## src/rtl/pc_pkg.sv

```systemverilog
// +--------------------------------------------------------------------------+
// | pc_pkg : shared types, counter encodings and helpers for pc_gen_btb.      |
// | Macro PC_BTB_HYST_EN selects 2-bit hysteresis counters (else 1-bit).      |
// | Revision: 1.0                                                             |
// +--------------------------------------------------------------------------+
`default_nettype none

package pc_pkg;

  localparam int unsigned DEF_XLEN         = 32;
  localparam int unsigned DEF_BTB_DEPTH    = 16;
  localparam int unsigned DEF_IDX_W        = $clog2(DEF_BTB_DEPTH);
  localparam logic [31:0] DEF_RESET_VECTOR = 32'h0000_0000;

`ifdef PC_BTB_HYST_EN
  localparam int unsigned CTR_W = 2;
`else
  localparam int unsigned CTR_W = 1;
`endif

  typedef logic [CTR_W-1:0] ctr_t;

`ifdef PC_BTB_HYST_EN
  localparam ctr_t CTR_SNT   = 2'b00;
  localparam ctr_t CTR_WNT   = 2'b01;
  localparam ctr_t CTR_WT    = 2'b10;
  localparam ctr_t CTR_ST    = 2'b11;
  localparam ctr_t CTR_ALLOC = CTR_WT;
`else
  localparam ctr_t CTR_NT    = 1'b0;
  localparam ctr_t CTR_T     = 1'b1;
  localparam ctr_t CTR_ALLOC = CTR_T;
`endif

  localparam ctr_t CTR_MAX = '1;
  localparam ctr_t CTR_MIN = '0;

  // Entry layout for the default geometry; pc_btb resizes it per instance.
  typedef struct packed {
    logic                              valid;
    logic [DEF_XLEN-DEF_IDX_W-3:0]     tag;
    logic [DEF_XLEN-3:0]               target;
    ctr_t                              ctr;
  } btb_entry_t;

  function automatic ctr_t ctr_inc(input ctr_t c);
    return (c == CTR_MAX) ? c : c + ctr_t'(1);
  endfunction

  function automatic ctr_t ctr_dec(input ctr_t c);
    return (c == CTR_MIN) ? c : c - ctr_t'(1);
  endfunction

  function automatic logic ctr_taken(input ctr_t c);
    return c[CTR_W-1];
  endfunction

endpackage

`default_nettype wire

```

## src/rtl/pc_btb.sv

```systemverilog
// +--------------------------------------------------------------------------+
// | pc_btb : direct-mapped branch target buffer, async lookup, sync update.   |
// | Counter width follows PC_BTB_HYST_EN (see pc_pkg).                        |
// | Revision: 1.0                                                             |
// +--------------------------------------------------------------------------+
`default_nettype none

module pc_btb
  import pc_pkg::*;
#(
  parameter int unsigned XLEN      = DEF_XLEN,
  parameter int unsigned BTB_DEPTH = DEF_BTB_DEPTH
) (
  input  logic            clk,
  input  logic            reset,
  input  logic [XLEN-1:0] lookup_pc,
  output logic            pred_taken,
  output logic [XLEN-1:0] pred_target,
  input  logic            upd_valid,
  input  logic [XLEN-1:0] upd_pc,
  input  logic            upd_taken,
  input  logic [XLEN-1:0] upd_target
);

  localparam int unsigned IDX_W = $clog2(BTB_DEPTH);
  localparam int unsigned TAG_W = XLEN - IDX_W - 2;

  typedef struct packed {
    logic              valid;
    logic [TAG_W-1:0]  tag;
    logic [XLEN-3:0]   target;
    ctr_t              ctr;
  } entry_t;

  entry_t r_btb [BTB_DEPTH];

  logic [IDX_W-1:0] w_lk_idx;
  logic [TAG_W-1:0] w_lk_tag;
  entry_t           w_lk_entry;
  logic             w_lk_hit;
  logic [IDX_W-1:0] w_up_idx;
  logic [TAG_W-1:0] w_up_tag;
  entry_t           w_up_entry;
  logic             w_up_hit;
  logic             w_unused;

  assign w_lk_idx   = lookup_pc[IDX_W+1:2];
  assign w_lk_tag   = lookup_pc[XLEN-1:IDX_W+2];
  assign w_lk_entry = r_btb[w_lk_idx];
  assign w_lk_hit   = w_lk_entry.valid && (w_lk_entry.tag == w_lk_tag);

  assign pred_taken  = w_lk_hit && ctr_taken(w_lk_entry.ctr);
  assign pred_target = pred_taken ? {w_lk_entry.target, 2'b00} : '0;

  assign w_up_idx   = upd_pc[IDX_W+1:2];
  assign w_up_tag   = upd_pc[XLEN-1:IDX_W+2];
  assign w_up_entry = r_btb[w_up_idx];
  assign w_up_hit   = w_up_entry.valid && (w_up_entry.tag == w_up_tag);

  assign w_unused = ^{lookup_pc[1:0], upd_pc[1:0], upd_target[1:0]};

  // Only valid bits are cleared; stale tag/target/ctr are masked by valid.
  always_ff @(posedge clk) begin
    if (reset) begin
      for (int i = 0; i < BTB_DEPTH; i++) begin
        r_btb[i].valid <= 1'b0;
      end
    end else if (upd_valid) begin
      if (w_up_hit) begin
        if (upd_taken) begin
          r_btb[w_up_idx].ctr    <= ctr_inc(w_up_entry.ctr);
          r_btb[w_up_idx].target <= upd_target[XLEN-1:2];
        end else begin
          r_btb[w_up_idx].ctr    <= ctr_dec(w_up_entry.ctr);
        end
      end else if (upd_taken) begin
        r_btb[w_up_idx] <= '{valid:  1'b1,
                             tag:    w_up_tag,
                             target: upd_target[XLEN-1:2],
                             ctr:    CTR_ALLOC};
      end
    end
  end

endmodule

`default_nettype wire

```

## src/rtl/pc_gen_btb.sv

```systemverilog
// +--------------------------------------------------------------------------+
// | pc_gen_btb : IF-stage fetch PC register, redirect priority mux and BTB.   |
// | Optional macro PC_BTB_HYST_EN: 2-bit hysteresis BTB counters.             |
// | Revision: 1.0                                                             |
// +--------------------------------------------------------------------------+
`default_nettype none

module pc_gen_btb
  import pc_pkg::*;
#(
  parameter int unsigned     XLEN         = DEF_XLEN,
  parameter logic [XLEN-1:0] RESET_VECTOR = XLEN'(DEF_RESET_VECTOR),
  parameter int unsigned     BTB_DEPTH    = DEF_BTB_DEPTH
) (
  input  logic            clk,
  input  logic            reset,
  input  logic            stall,
  input  logic            trap,
  input  logic [XLEN-1:0] trap_vec,
  input  logic            j_br,
  input  logic [XLEN-1:0] bta,
  input  logic            upd_valid,
  input  logic [XLEN-1:0] upd_pc,
  input  logic            upd_taken,
  input  logic [XLEN-1:0] upd_target,
  output logic [XLEN-1:0] PC_IF,
  output logic [XLEN-1:0] PC_next,
  output logic            pred_taken,
  output logic [XLEN-1:0] pred_target
);

  logic [XLEN-1:0] r_pc_if;
  logic [XLEN-1:0] w_pc_next;
  logic [XLEN-1:0] w_pc_seq;
  logic            w_btb_taken;
  logic [XLEN-1:0] w_btb_target;
  logic            w_unused;

  pc_btb #(
    .XLEN      (XLEN),
    .BTB_DEPTH (BTB_DEPTH)
  ) u_btb (
    .clk         (clk),
    .reset       (reset),
    .lookup_pc   (r_pc_if),
    .pred_taken  (w_btb_taken),
    .pred_target (w_btb_target),
    .upd_valid   (upd_valid),
    .upd_pc      (upd_pc),
    .upd_taken   (upd_taken),
    .upd_target  (upd_target)
  );

  assign pred_taken  = !reset && w_btb_taken;
  assign pred_target = pred_taken ? w_btb_target : '0;
  assign w_pc_seq    = r_pc_if + XLEN'(4);
  assign w_unused    = ^{trap_vec[1:0], bta[1:0]};

  // Redirects outrank stall so a flush is never lost behind back-pressure.
  always_comb begin
    w_pc_next = w_pc_seq;
    if (reset) begin
      w_pc_next = RESET_VECTOR;
    end else if (trap) begin
      w_pc_next = {trap_vec[XLEN-1:2], 2'b00};
    end else if (j_br) begin
      w_pc_next = {bta[XLEN-1:2], 2'b00};
    end else if (stall) begin
      w_pc_next = r_pc_if;
    end else if (pred_taken) begin
      w_pc_next = pred_target;
    end
  end

  always_ff @(posedge clk) begin
    if (reset) begin
      r_pc_if <= RESET_VECTOR;
    end else begin
      r_pc_if <= w_pc_next;
    end
  end

  assign PC_IF   = r_pc_if;
  assign PC_next = w_pc_next;

endmodule

`default_nettype wire
```

## config.mk

```make
export PLATFORM = sky130hd
export DESIGN_NAME = pc_gen_btb
export DESIGN_NICKNAME = d
export VERILOG_FILES = /design/src/rtl/pc_pkg.sv /design/src/rtl/pc_btb.sv /design/src/rtl/pc_gen_btb.sv
export SDC_FILE = /design/constraint.sdc
export NUM_CORES = 1
export LEC_CHECK = 0
export ABC_AREA = 1
export CORE_MARGIN = 2
export CORE_UTILIZATION = 25
export DETAILED_ROUTE_END_ITERATION = 6
export GPL_TIMING_DRIVEN = 0
export PLACE_DENSITY = 0.47
export SYNTH_ARGS = -nofsm -noshare
export SYNTH_HDL_FRONTEND = slang
export SYNTH_SLANG_ARGS = --single-unit
export TNS_END_PERCENT = 50
```

## constraint.sdc

```tcl
create_clock -name clk -period 6.3 [get_ports clk]
set_input_delay 0.63 -clock clk [delete_from_list [all_inputs] [get_ports clk]]
set_output_delay 0.63 -clock clk [all_outputs]
set_load 0.01 [all_outputs]
```

Word-level counts from Yosys, hierarchy flattened
Memories as Yosys holds them, arrays and structs flattened. A register that Yosys moved wholly into a read port is not among the register bits.
Index checks and enable logic that the tools add are counted.
{ "word_totals": {"reg_bits": 32, "wordCells": 48, "ram_bits": 928, "in_bits": 135, "mem_count": 1, "output_inout_bits": 97} }
{ "memory_table": {"columns": ["memory", "words", "word_bits", "rd", "rd_clocked_by_memory_dff", "write_ports", "line_no", "text"], "rows": [
  ["u_btb.r_btb", 16, 58, 2, 1, 16, "pc_btb.sv:35", "entry_t r_btb [BTB_DEPTH];"]
]} }
{ "classes": {"n_mux": 32, "addsub": 3, "reduce_logical": 6, "eq_ne": 2, "n_bitwise": 3} }
{ "ops": {"columns": ["op", "n"], "rows": [
  ["32-bit 2-to-1 mux", 7],
  ["58-bit 2-to-1 mux", 1],
  ["58-bit OR reduction", 1],
  ["26-bit equality test", 2],
  ["32-bit by 3-bit adder with 32-bit output (second input constant)", 1],
  ["30-bit 2-to-1 mux", 1],
  ["1-bit 2-to-1 mux", 20],
  ["4-bit 2-to-1 mux", 3],
  ["1-bit logical AND", 4],
  ["1-bit OR", 3],
  ["1-bit adder (second input constant)", 1],
  ["1-bit logical NOT", 1],
  ["1-bit subtractor (second input constant)", 1]
]} }

Logic depth before layout (Yosys ltp)
{ "logic_depth": {"ltp_word": 11, "mapped_depth": 24, "mapped_depth_nobuf": 20} }

By module
A second synthesis with hierarchy kept.
{ "hier_totals": {"cells_unflattened": 4667, "area_unflattened_um2": 45212.1} }
{ "by_module_without_submodules": {"columns": ["module", "instances", "seq_area_each_um2", "cells_each", "area_per_inst_um2"], "rows": [
  ["pc_btb", 1, 27706.6, 4080, 42026.6],
  ["pc_gen_btb", 1, 640.6, 587, 3185.6]
]} }

Worst setup path after synthesis
No wires, ideal clock.
{ "synth_path": {"path_type": "in2reg", "from": "input port upd_pc[2]", "to": "memory u_btb.r_btb[12][31] (netlist name), enable pin", "setup_ns": 0.381, "arrival_time_ns": 3.586, "t_required_ns": 5.919, "slack_ns": 2.333, "stages": 8, "path_buffers": 3, "cell_sequence": "buf_2 -> nor2_2 -> buf_2 -> buf_2 -> nand2_1 -> nor2_1 -> nand2_1 -> inv_1"} }
{ "synth_rtl": {"columns": ["item", "line_no", "text"], "rows": [
  ["from (decl)", "pc_gen_btb.sv:23", "input logic [XLEN-1:0] upd_pc,"],
  ["to (decl)", "pc_btb.sv:35", null]
]} }

Worst setup path after layout
{ "layout_path": {"from": "register r_pc_if[2], in the netlist PC_IF[2]", "to": "output port PC_next[21]"} }
{ "layout_between": {"elab_chain_len": 6} }
{ "layout_lines": {"columns": ["item", "line_no", "text"], "rows": [
  ["from (decl)", "pc_gen_btb.sv:32", "logic [XLEN-1:0] r_pc_if;"],
  ["from (signal assigned)", "pc_gen_btb.sv:79", "r_pc_if <= w_pc_next;"],
  ["32-bit by 3-bit adder with 32-bit output", "pc_gen_btb.sv:56", "assign w_pc_seq = r_pc_if + XLEN'(4);"],
  ["32-bit 2-to-1 mux", "pc_gen_btb.sv:70", "end else if (pred_taken) begin"],
  ["32-bit 2-to-1 mux", "pc_gen_btb.sv:68", "end else if (stall) begin"],
  ["32-bit 2-to-1 mux", "pc_gen_btb.sv:66", "end else if (j_br) begin"],
  ["32-bit 2-to-1 mux", "pc_gen_btb.sv:64", "end else if (trap) begin"],
  ["32-bit 2-to-1 mux", "pc_gen_btb.sv:62", "if (reset) begin"],
  ["to (decl)", "pc_gen_btb.sv:27", "output logic [XLEN-1:0] PC_next,"]
]} }
No other way between the ends.

==> run_results.csv <==
group,metric,value,unit
logic_synthesis,synth_top_area_share,60.7,%
floorplan,die_w,429,µm
logic_synthesis,synth-main-ff-cell,"edfxtp_1",
worst_setup_path,reg2reg_slack,1.74,ns
finish,synthToLayoutAreaGrowth,20.4,%
logic_synthesis,ys_warn_count,0,
logic_synthesis,syn_area_per_cell,10.0,µm²
logic_synthesis,yosys-top-cells-area,"edfxtp_1 (61%), nand2_1 (12%), a21oi_1 (3.6%)",
grt,grt_pass1_vias,35300,
finish,most-common-layout-cells,"nand2_1 (1423), edfxtp_1 (912), a21oi_1 (328)",
logic_synthesis,synthCells,4495,
min_path,min-delay-path-class,"register to register",
placed_design,hpwl,144000,µm
clocking,clk_path_buf_depth,3,
grt,track_usage,21.2,%
worst_setup_path,crit_required,5.67,ns
sta,slew_headroom,5.63,%
clocking,hold_buffers,0,
floorplan,die_h,429,µm
clocking,root_buffer,"clkbuf_16",
routing,wl_per_cell,27.7,µm
sta,clock_skew,0.0455,ns
floorplan,initial_core_util,25.2,%
worst_setup_path,reg2reg_depth,21,
worst_setup_path,crit_fanout,10,
placed_design,dp.cells,7103,
grt,antenna_found_initial,21,
routing,firstDrtPassIters,6,
grt,grt_start_max_net_pins,25,
logic_synthesis,synth_edf_count,912,
floorplan,die-area,0.184,mm²
worst_setup_path,r2r_end,"PC_IF[7]",
worst_setup_path,critPathLaunchType,"register",
pwr,vdd_drop_max,0.196,mV
routing,drc,0,
clocking,cts_sinks,960,
finish,layout_commonest_cell,"nand2_1",
worst_setup_path,r2r-start,"PC_IF[2]",
floorplan,rows,155,
grt,grt_pass1_wl,277000,µm
sta,finalSetupViolCount,0,
worst_setup_path,arrival,5.65,ns
placed_design,pre_cts_slack,-0.438,ns
routing,ant_nets,0,
clocking,clk_pin_slew,0.06,ns
routing,vias_per_cell,5.09,
logic_synthesis,async_flop_share,0,%
clocking,cts_max_level,3,
run,maxCapViolations,0,
min_path,worstHoldEndpoint,"u_btb.r_btb[4][57]",
min_path,hold_depth,2,
pwr,power_density,275,mW/mm²
sta,setup_slack,0.0180,ns
finish,fin_nets,4988,
status,status,"finished, final reports clean",
grt,globalRouteOverflowTotal,0,
finish,stdcell_count,7291,
clocking,cts_tree,"built",
clocking,cts_buffers,101,
logic_synthesis,synth_area,0.0451,mm²
floorplan,core,0.179,mm²
worst_setup_path,critPathCaptureType,"output port",
sta,rsz0062_at_grt,"yes",
sta,slew_viol_final,0,
pwr,p_leak,20.4,nW
placed_design,portBuffers,219,
sta,hold_violations,0,
logic_synthesis,synth_cell_type_count,44,
logic_synthesis,yosys.area.top_type,"edfxtp_1",
routing,drt_iter0_markers,4524,
clocking,worstSkewPairLatency,0.75,ns
logic_synthesis,ys_seq_elements,960,
finish,drive_above_1_share,8.80,%
sta,whs,0.477,ns
routing,routed_wl,202000,µm
sta,min_period,6.28,ns
routing,via_count,37100,
finish,final_util,30.4,%
sta,fmax,0.159,GHz
logic_synthesis,ys_seq_area_share,62.8,%
sta,worst_slew_pin_slew,1.42,ns
floorplan,io_pins,232,
min_path,min_from,"u_btb.r_btb[4][57]",
placed_design,place_congestion,0.935,
worst_setup_path,critical_path_class,"register to output port",
pwr,total_power,14.9,mW
sta,min_period_over_period,99.7,%
[cells by family after synthesis]
family / Yosys count / synth area share [%]
simple gates: 2011 / 18.4
xor+xnor: 30 / 0.583
other cells: 1 / 0.00831
flops: 960 / 62.8
compound gates: 842 / 11.9
buf+inv: 650 / 6.28
fa+ha+maj: 1 / 0.0277
[metrics by stage]
step | TNS (ns) | area, µm²
4_1_cts | 0 | 54300
5_1_grt | -0.0225 | 54300
2_1_floorplan | 0 | 45100
3_3_place_gp | -722.01 | 50200
6_report | 0 | 54300
3_5_place_dp | -2.20 | 51100
[critical path: stages, from the launching register on]
cell and delay [ns]:
dfxtp_2 0.51, buf_4 0.28, buf_6 0.19, buf_6 0.24, buf_4 0.31, buf_2 0.36
clkbuf_1 0.75, nand2_1 0.10, a32o_1 0.31, nand2_1 0.07, o211ai_1 0.27, inv_1 0.29
nand3_2 0.16, nand3_1 0.15, nand2_1 0.11, a21oi_1 0.18, clkdlybuf4s50_1 0.59
[Yosys cell counts, types with 7 or more instances]
cell	count
a21oi_1	328
a22o_1	17
a22oi_1	217
a32o_1	36
a32oi_1	24
buf_1	26
buf_2	94
buf_4	23
buf_6	19
clkbuf_1	120
clkinv_1	14
dfxtp_1	48
edfxtp_1	912
inv_1	334
inv_2	16
nand2_1	1426
nand3_1	295
nand3_2	32
nand4_1	20
nor2_1	184
nor3_1	19
nor4_1	12
o211ai_1	27
o21ai_0	111
o21ai_1	7
o21bai_1	24
o221ai_1	17
o22ai_1	21
xor2_1	30
[per-layer routing]
layer	up-vias	part of all wire, %	wire (µm)	track usage, %
li1	16400	-	-	-
met4	6	5.4	10900	9.98
met5	-	0.025	51	0
met3	446	7.9	15900	3.89
met1	18400	40	81000	27.0
met2	1844	47	94100	34.9
[registers in the layout, indices dropped and copies added, names as in the netlist]
register and flops:
PC_IF 32, u_btb.r_btb 928
[worst max-delay path by stage]
| stage | from | endpoint | slack, ns | depth (start not counted) |
|---|---|---|---|---|
| 6_report | PC_IF[2] | PC_next[21] | 0.02 | 16 |
| 5_1_grt | PC_IF[2] | PC_next[21] | -0.02 | 16 |
| 4_1_cts | PC_IF[2] | PC_next[13] | 0.08 | 18 |
| 3_5_place_dp | PC_IF[5] | PC_next[7] | -0.44 | 20 |
| 3_3_place_gp | upd_pc[3] | u_btb.r_btb[1][46] | -2.10 | 9 |
| 2_1_floorplan | upd_pc[2] | u_btb.r_btb[12][31] | 2.33 | 8 |
[cell type report]
class | count | area (µm²)
Sequential cell | 960 | 28400
Timing Repair Buffer | 253 | 2920
Inverter | 364 | 1370
Multi-Input combinational cell | 2886 | 14100
Antenna cell | 6 | 15.0
Clock inverter | 60 | 480
Fill cell | 18600 | 125000
Buffer | 286 | 1540
Tap cell | 2355 | 2950
Clock buffer | 121 | 2600
[what timing repair did]
| item | in CTS | in global routing |
|---|---|---|
| endpoints found under the setup margin | 63 | 3 |
| setup buffers | 1 | 0 |
| cloned | 0 | 0 |
| pin swaps | 0 | 0 |
| resized for setup | 48 | 5 |
[power breakdown]
group          total, mW  switching, mW  internal [mW]
clock network       5.82           2.67           3.15
logic               1.98           1.43          0.554
registers           7.10         0.0660           7.04
total               14.9           4.17           10.7
No activity file was read; power rests on OpenSTA's default activity.
